==> src/rtl/machine_control_pkg.sv <==
// Shared encodings for the machine-mode trap/return sequencer:
// FSM state codes, PC source select codes, mcause codes and the SYSTEM opcode.
package machine_control_pkg;

  typedef enum logic [1:0] {
    ST_RESET       = 2'b00,
    ST_OPERATING   = 2'b01,
    ST_TRAP_TAKEN  = 2'b10,
    ST_TRAP_RETURN = 2'b11
  } mc_state_e;

  localparam logic [1:0] PC_SRC_BOOT = 2'b00;
  localparam logic [1:0] PC_SRC_NEXT = 2'b01;
  localparam logic [1:0] PC_SRC_TRAP = 2'b10;
  localparam logic [1:0] PC_SRC_EPC  = 2'b11;

  localparam logic [3:0] CAUSE_MEI   = 4'd11;
  localparam logic [3:0] CAUSE_MSI   = 4'd3;
  localparam logic [3:0] CAUSE_MTI   = 4'd7;
  localparam logic [3:0] CAUSE_IMIS  = 4'd0;
  localparam logic [3:0] CAUSE_ILL   = 4'd2;
  localparam logic [3:0] CAUSE_BRK   = 4'd3;
  localparam logic [3:0] CAUSE_ECALL = 4'd11;
  localparam logic [3:0] CAUSE_LMIS  = 4'd4;
  localparam logic [3:0] CAUSE_SMIS  = 4'd6;

  localparam logic [4:0] OPC_SYSTEM  = 5'b11100;

endpackage

==> src/rtl/machine_control_trap_cause_encoder.sv <==
// Combinational priority encoder: picks the highest-priority trap source
// among the already-masked interrupt requests and the synchronous exception
// flags, and reports its mcause code and interrupt/exception kind.
module trap_cause_encoder
  import machine_control_pkg::*;
(
  input  logic       mei_pend_i,
  input  logic       msi_pend_i,
  input  logic       mti_pend_i,
  input  logic       misaligned_instr_i,
  input  logic       illegal_i,
  input  logic       ebreak_i,
  input  logic       ecall_i,
  input  logic       misaligned_load_i,
  input  logic       misaligned_store_i,
  output logic       trap_req_o,
  output logic [3:0] cause_o,
  output logic       i_or_e_o
);

  // Fixed-priority selection, interrupts ahead of exceptions.
  always_comb begin
    trap_req_o = 1'b1;
    cause_o    = 4'd0;
    i_or_e_o   = 1'b0;
    if (mei_pend_i) begin
      cause_o  = CAUSE_MEI;
      i_or_e_o = 1'b1;
    end else if (msi_pend_i) begin
      cause_o  = CAUSE_MSI;
      i_or_e_o = 1'b1;
    end else if (mti_pend_i) begin
      cause_o  = CAUSE_MTI;
      i_or_e_o = 1'b1;
    end else if (misaligned_instr_i) begin
      cause_o = CAUSE_IMIS;
    end else if (illegal_i) begin
      cause_o = CAUSE_ILL;
    end else if (ebreak_i) begin
      cause_o = CAUSE_BRK;
    end else if (ecall_i) begin
      cause_o = CAUSE_ECALL;
    end else if (misaligned_load_i) begin
      cause_o = CAUSE_LMIS;
    end else if (misaligned_store_i) begin
      cause_o = CAUSE_SMIS;
    end else begin
      trap_req_o = 1'b0;
    end
  end

endmodule

==> src/rtl/machine_control.sv <==
// Machine-mode trap/return sequencer for the RV32I core.
// Optional build macro MC_INTERRUPTS_EN: when defined, the interrupt
// enable/pending inputs can raise traps; otherwise only synchronous
// exceptions and mret move the FSM, and the interrupt ports are ignored.
module machine_control
  import machine_control_pkg::*;
#(
  parameter int unsigned RESET_HOLD_CYCLES = 1
) (
  input  logic       clk_in,
  input  logic       rst_in,
  input  logic       stall_in,
  input  logic       illegal_instr_in,
  input  logic       misaligned_instr_in,
  input  logic       misaligned_load_in,
  input  logic       misaligned_store_in,
  input  logic [4:0] opcode_6_to_2_in,
  input  logic [2:0] funct3_in,
  input  logic [6:0] funct7_in,
  input  logic [4:0] rs1_addr_in,
  input  logic [4:0] rs2_addr_in,
  input  logic [4:0] rd_addr_in,
  input  logic       mie_in,
  input  logic       meie_in,
  input  logic       mtie_in,
  input  logic       msie_in,
  input  logic       meip_in,
  input  logic       mtip_in,
  input  logic       msip_in,
  output logic [1:0] pc_src_out,
  output logic       flush_out,
  output logic       trap_taken_out,
  output logic       i_or_e_out,
  output logic [3:0] cause_out,
  output logic       set_cause_out,
  output logic       set_epc_out,
  output logic       mie_clear_out,
  output logic       mie_set_out,
  output logic       instret_inc_out
);

  localparam logic [3:0] HOLD_LAST = 4'(RESET_HOLD_CYCLES - 1);

  mc_state_e  state_q, state_d;
  logic [3:0] hold_cnt_q, hold_cnt_d;
  logic [3:0] cause_q, cause_d;
  logic       i_or_e_q, i_or_e_d;

  logic       sys_base_s, ecall_s, ebreak_s, mret_s;
  logic       mei_pend_s, msi_pend_s, mti_pend_s;
  logic       trap_req_s, enc_i_or_e_s;
  logic [3:0] enc_cause_s;

  // SYSTEM-instruction decodes; all share opcode, funct3, rs1 and rd of zero.
  assign sys_base_s = (opcode_6_to_2_in == OPC_SYSTEM) && (funct3_in == 3'b000) &&
                      (rs1_addr_in == 5'd0) && (rd_addr_in == 5'd0);
  assign ecall_s    = sys_base_s && (funct7_in == 7'd0) && (rs2_addr_in == 5'd0);
  assign ebreak_s   = sys_base_s && (funct7_in == 7'd0) && (rs2_addr_in == 5'd1);
  assign mret_s     = sys_base_s && (funct7_in == 7'b0011000) && (rs2_addr_in == 5'b00010);

`ifdef MC_INTERRUPTS_EN
  assign mei_pend_s = mie_in & meie_in & meip_in;
  assign msi_pend_s = mie_in & msie_in & msip_in;
  assign mti_pend_s = mie_in & mtie_in & mtip_in;
`else
  logic unused_irq_s;
  assign unused_irq_s = ^{mie_in, meie_in, mtie_in, msie_in, meip_in, mtip_in, msip_in};
  assign mei_pend_s   = 1'b0;
  assign msi_pend_s   = 1'b0;
  assign mti_pend_s   = 1'b0;
`endif

  trap_cause_encoder u_enc (
    .mei_pend_i         (mei_pend_s),
    .msi_pend_i         (msi_pend_s),
    .mti_pend_i         (mti_pend_s),
    .misaligned_instr_i (misaligned_instr_in),
    .illegal_i          (illegal_instr_in),
    .ebreak_i           (ebreak_s),
    .ecall_i            (ecall_s),
    .misaligned_load_i  (misaligned_load_in),
    .misaligned_store_i (misaligned_store_in),
    .trap_req_o         (trap_req_s),
    .cause_o            (enc_cause_s),
    .i_or_e_o           (enc_i_or_e_s)
  );

  // State, reset hold counter and latched trap cause.
  always_ff @(posedge clk_in) begin
    if (rst_in) begin
      state_q    <= ST_RESET;
      hold_cnt_q <= 4'd0;
      cause_q    <= 4'd0;
      i_or_e_q   <= 1'b0;
    end else begin
      state_q    <= state_d;
      hold_cnt_q <= hold_cnt_d;
      cause_q    <= cause_d;
      i_or_e_q   <= i_or_e_d;
    end
  end

  // Next-state logic and Moore output decode.
  always_comb begin
    state_d         = state_q;
    hold_cnt_d      = hold_cnt_q;
    cause_d         = cause_q;
    i_or_e_d        = i_or_e_q;
    pc_src_out      = PC_SRC_BOOT;
    flush_out       = 1'b1;
    trap_taken_out  = 1'b0;
    set_cause_out   = 1'b0;
    set_epc_out     = 1'b0;
    mie_clear_out   = 1'b0;
    mie_set_out     = 1'b0;
    instret_inc_out = 1'b0;
    case (state_q)
      ST_RESET: begin
        hold_cnt_d = hold_cnt_q + 4'd1;
        if (hold_cnt_q == HOLD_LAST) begin
          state_d = ST_OPERATING;
        end else begin
          state_d = ST_RESET;
        end
      end
      ST_OPERATING: begin
        pc_src_out      = PC_SRC_NEXT;
        flush_out       = 1'b0;
        instret_inc_out = ~stall_in;
        // A stalled cycle freezes the decision; traps win over mret.
        if (stall_in) begin
          state_d = ST_OPERATING;
        end else if (trap_req_s) begin
          state_d  = ST_TRAP_TAKEN;
          cause_d  = enc_cause_s;
          i_or_e_d = enc_i_or_e_s;
        end else if (mret_s) begin
          state_d = ST_TRAP_RETURN;
        end else begin
          state_d = ST_OPERATING;
        end
      end
      ST_TRAP_TAKEN: begin
        pc_src_out     = PC_SRC_TRAP;
        trap_taken_out = 1'b1;
        set_cause_out  = 1'b1;
        set_epc_out    = 1'b1;
        mie_clear_out  = 1'b1;
        state_d        = ST_OPERATING;
      end
      ST_TRAP_RETURN: begin
        pc_src_out  = PC_SRC_EPC;
        mie_set_out = 1'b1;
        state_d     = ST_OPERATING;
      end
      default: begin
        state_d = ST_RESET;
      end
    endcase
  end

  assign cause_out  = cause_q;
  assign i_or_e_out = i_or_e_q;

endmodule

==> config.mk <==
export PLATFORM = sky130hd
export DESIGN_NAME = machine_control
export DESIGN_NICKNAME = d
export VERILOG_FILES = /design/src/rtl/machine_control_pkg.sv /design/src/rtl/machine_control_trap_cause_encoder.sv /design/src/rtl/machine_control.sv
export SDC_FILE = /design/constraint.sdc
export NUM_CORES = 1
export LEC_CHECK = 0
export BUFFER_PORTS_ARGS = -buffer_cell sky130_fd_sc_hd__buf_2
export CORE_ASPECT_RATIO = 1.1
export CORE_MARGIN = 3
export CORE_UTILIZATION = 40
export CTS_CLUSTER_DIAMETER = 50
export DETAILED_ROUTE_END_ITERATION = 8
export PLACE_DENSITY_LB_ADDON = 0.12
export RECOVER_POWER = 50
export SLEW_MARGIN = 10
export SYNTH_ARGS = -nofsm -noshare
export SYNTH_HDL_FRONTEND = slang
export SYNTH_SLANG_ARGS = --single-unit
==> constraint.sdc <==
create_clock -name clk_in -period 4.1 [get_ports clk_in]
set_clock_uncertainty 0.2 [all_clocks]
set_input_delay 0.615 -clock clk_in [delete_from_list [all_inputs] [get_ports clk_in]]
set_output_delay 0.615 -clock clk_in [all_outputs]
set_load 0.1 [all_outputs]
# After elaboration in Yosys (flattened, before gate mapping)
# Index checks and enable logic that the tools add are counted.
dict set report word_totals {
  register_bits 10
  output_inout_bits 14
  input_bits 44
  wordCells 51
}
dict set report classes {
  reduce_logical 17
  eq_ne 7
  addsub 1
  mux 22
  bitwise 1
}
# cell count
set ops {}
lappend ops {{$mux 4} 5}
lappend ops {{$logic_not 5->1} 3}
lappend ops {{$pmux 2 s3} 2}
lappend ops {{$mux 1} 11}
lappend ops {{$logic_and 1x1->1} 8}
lappend ops {{$eq 7x5->1 const B} 1}
lappend ops {{$logic_not 7->1} 1}
lappend ops {{$mux 2} 3}
lappend ops {{$eq 5x1->1 const B} 1}
lappend ops {{$eq 5x2->1 const B} 1}
lappend ops {{$eq 5x5->1 const B} 1}
lappend ops {{$add 4x1->4 const B} 1}
lappend ops {{$eq 2x2->1 const B} 2}
lappend ops {{$logic_not 4->1} 1}
lappend ops {{$logic_not 3->1} 1}
lappend ops {{$mux 3} 1}
lappend ops {{$reduce_and 3->1} 1}
lappend ops {{$eq 2x1->1 const B} 1}
lappend ops {{$logic_not 2->1} 1}
lappend ops {{$reduce_or 2->1} 1}
lappend ops {{$not 1->1} 1}

# Logic depth before layout (Yosys ltp)
dict set report logic_depth {
  ltp_word 13
  mapped_depth 6
  ltp_nobuf 6
}

# By module
# Synthesis repeated with hierarchy kept, for this count alone.
dict set report hier_totals {
  hier_cells 87
  area_unflattened_um2 703.2
}
# mod seq_area_each_um2 cells_each area_each_um2 n_inst
set modules_own_cells {}
lappend modules_own_cells {machine_control 220.2 71 608.1 1}
lappend modules_own_cells {trap_cause_encoder 0.0 16 95.1 1}

# Worst setup path after synthesis
# OpenSTA, ideal clock, no wires.
dict set report synth_path {
  path_kind {register to output}
  from {register state_q[1]}
  to {output set_cause_out}
  path_buffers 1
  arrival_ns 2.318
  required_ns 3.285
  setup_slack_ns 0.967
  path_stages_with_launch 3
  path_cell_list {dfxtp_1 > nor2b_1 > buf_4}
}
dict set report synth_between {
  elab_chain_len 2
}
# item line_no
set synth_rtl {}
lappend synth_rtl {{start, declared} machine_control.sv:44} ;# mc_state_e state_q, state_d;
lappend synth_rtl {{start signal, assigned} machine_control.sv:96} ;# state_q <= state_d;
lappend synth_rtl {{$eq 2x2->1} -}
lappend synth_rtl {{$mux 1} -}
lappend synth_rtl {{end, declared} machine_control.sv:35} ;# output logic set_cause_out,
# No other way between the ends.

# Final worst setup path
dict set report layout_path {
  from {register state_q[1]}
  to {output instret_inc_out}
}
dict set report layout_between {
  elab_chain_len 2
}
# item line_no
set layout_rtl {}
lappend layout_rtl {{$eq 2x1->1} machine_control.sv:117} ;# case (state_q)
lappend layout_rtl {{$mux 1} machine_control.sv:117}
lappend layout_rtl {{end, declared} machine_control.sv:39} ;# output logic instret_inc_out
# No other way between the ends.

==> reports/metrics.cfg <==
[setup_path]
startpoint = state_q[1]$_SDFF_PP0_
cp_num_buf_inv = 2
critPathCaptureType = output port
r2r-start = state_q[1]$_SDFF_PP0_
cp-start-kind = flop
critical_path_arrival_ns = 1.60
crit_path_max_incr_delay_ns = 0.45
path_delay_family = buffers and inverters
worstPathCellList = nand2b_1, or2_4, inv_2, buf_2
critical_path_class = reg2out
required_ns = 3.28
worstPathMaxFanout = 9
crit_path_top_delay_cell = buf_2

[synthesis]
yosys_warnings = 0
yosysUniqueCellTypes = 33
synth_seq_cells = 10
syn_avg_cell_area_um2 = 8.36
synth.top_cell.area_share_pct = 29.6
syn_area_um2 = 677
ys_top_cells_by_area = dfxtp_1 (30%), nor4_2 (9.2%), o21ai_0 (5.2%)
yosysSeqAreaShare_pct = 29.6
syn_inst = 81
syn_nets = 127
synth_largest_area_cell = dfxtp_1

[final_layout]
antenna_cells = 0
layout_common_cells = buf_2 (45), dfxtp_1 (10), nor2_1 (7), o21ai_0 (7)
regArea_um2 = 200
area_growth_syn_to_layout_pct = 34.8
multiInputGateArea_um2 = 410
finalNetCount = 174
nFillCells = 162
postLayoutCoreUtil_pct = 62.0
layout_commonest_cell = buf_2
drive_gt1_share_pct = 45.2

[floorplan]
die_x_um = 45.2
core_um2 = 1470
die_area_um2 = 2220
num_rows = 14
ios = 58
initial_utilization_pct = 46.0
fp.dieH_um = 49.1

[timing]
worstMarginPinSlew_ns = 1.17
fmax_ghz = 0.413
finalCritPeriodShare_pct = 59.0
finalSetupTns_ns = 0
slew_viol_final = 0
rsz0062_at_grt = no
hold_viol = 0
period_needed_ns = 2.42
slew_headroom_pct = 22.4
finalSetupViolCount = 0
setup_ws_ns = 1.68

[grt]
grt_max_degree = 10
grt_pass1_vias = 716
overflow = 0
antenna_found_initial = 0
groute.usage.overall_pct = 16.4
grt_first_pass_wirelength_mm = 2.81

[run_status]
status = finished clean

[clock_network]
cts_sinks = 10
insertion_delay_ns = 0.25
ctsHoldBuffers = 0
post_cts_resized = 0
cts_post_setup_buffers_inserted = 0
cts_max_path_buffers = 2
cts_tree = done
cts-root-buf = clkbuf_4
htreeDepth = 1
clk_pin_slew_ns = 0.06
numCtsBuffers = 3

[drt]
route.vias.total = 740
drt_iter0_drc = 4
drtAntennaViolNets = 0
routed_via_density = 5.21
drc = 0
wl_per_cell_um = 11.7
wirelength_mm = 1.66
dr.pass1.iters = 4

[placement]
dp_hpwl_mm = 1.42
numPortBuffers = 49
gp_congestion = 0.739
post-place-ws_ns = 1.73

[pwr]
internal_power_uw = 211
finalPower_uw = 468
power_density_nw_per_um2 = 513
combPwrFrac_pct = 57.0
leakage_nw = 0.423
p_sw_uw = 257
seqPwrFrac_pct = 29.5
swShare_pct = 54.9
power.share.clock_pct = 13.4
vdd_ir_drop_max_mv = 0.272

[hold_path]
hold_start = cause_out[2]$_SDFFE_PP0P_
hold_path.class = reg2reg

[flow_run]
drv_cap = 0

## sequential cells by signal, summed over array words and instances, names as in the netlist
name	flops
state_q	2
cause_out	4
hold_cnt_q	4
## kinds of logic after synthesis
family / share of synthesized area, %
adder cells (fa/ha/maj): 3.70
flip-flops: 29.6
XOR/XNOR: 3.88
buffers and inverters: 8.87
AND/OR/NAND/NOR: 37.0
other: 0.554
AO/OA/AOI/OAI: 16.5
## per-layer routing
layer | wire (µm) | vias to the layer above | share of wire, % | track usage, %
met4 | 12 | 0 | 0.72 | 5.85
met5 | 0 | - | 0 | 0
met3 | 111 | 2 | 6.7 | 3.32
met2 | 865 | 24 | 52 | 28.8
li1 | - | 379 | - | -
met1 | 666 | 335 | 40 | 18.8
## power groups by stage
stage,combinational [mW],sequential [mW],clock [mW]
2_1_floorplan,0.206,0.157,0
3_3_place_gp,0.267,0.139,0
3_5_place_dp,0.270,0.141,0
4_1_cts,0.270,0.139,0.0668
5_1_grt,0.283,0.143,0.0731
6_report,0.267,0.138,0.0628
## worst min-delay path, stage by stage (launching register included)
cell	delay [ns]
dfxtp_1	0.31
inv_1	0.05
a221oi_1	0.06
## final cells by class
class                      instances  area share [%]
multi-input combinational         59            45.0
timing repair buffer              49            26.3
sequential                        10            21.9
clock buffer                       3            2.47
tap                               16            2.19
inverter                           5            2.06
## final timing paths
path                               endpoint  slack (ns)  cells past startpoint
hold / removal    cause_out[2]$_SDFFE_PP0P_        0.27                      2
setup / recovery            instret_inc_out        1.68                      4
hold reg to reg   cause_out[2]$_SDFFE_PP0P_        0.27                      2
setup reg to reg  cause_out[3]$_SDFFE_PP0P_        2.44                      6
## synthesized netlist by cell type, drive strengths merged
| master | instances |
|---|---|
| a31oi | 1 |
| nor4b | 1 |
| a211oi | 1 |
| o21ai | 7 |
| dfxtp | 10 |
| xnor2 | 1 |
| nor2 | 7 |
| or2 | 1 |
| and2 | 1 |
| nand3 | 3 |
| inv | 5 |
| a221oi | 2 |
| nor4 | 5 |
| o2111ai | 1 |
| o211ai | 1 |
| buf | 5 |
| nor2b | 3 |
| nand4 | 3 |
| xor2 | 2 |
| or3 | 4 |
| clkbuf | 2 |
| nand4b | 1 |
| a211o | 1 |
| nor3 | 1 |
| nand2 | 4 |
| nand2b | 1 |
| a21oi | 3 |
| conb | 1 |
| ha | 2 |
| and4bb | 1 |
## metrics by stage
stage	hold WS (ns)	instance area [µm²]	cells
6_report	0.273	912	142
5_1_grt	0.294	912	142
4_1_cts	0.279	923	142
3_5_place_dp	0.271	901	139
3_3_place_gp	0.259	901	139
2_1_floorplan	0.280	677	81
(Power assumes the default switching activity.)
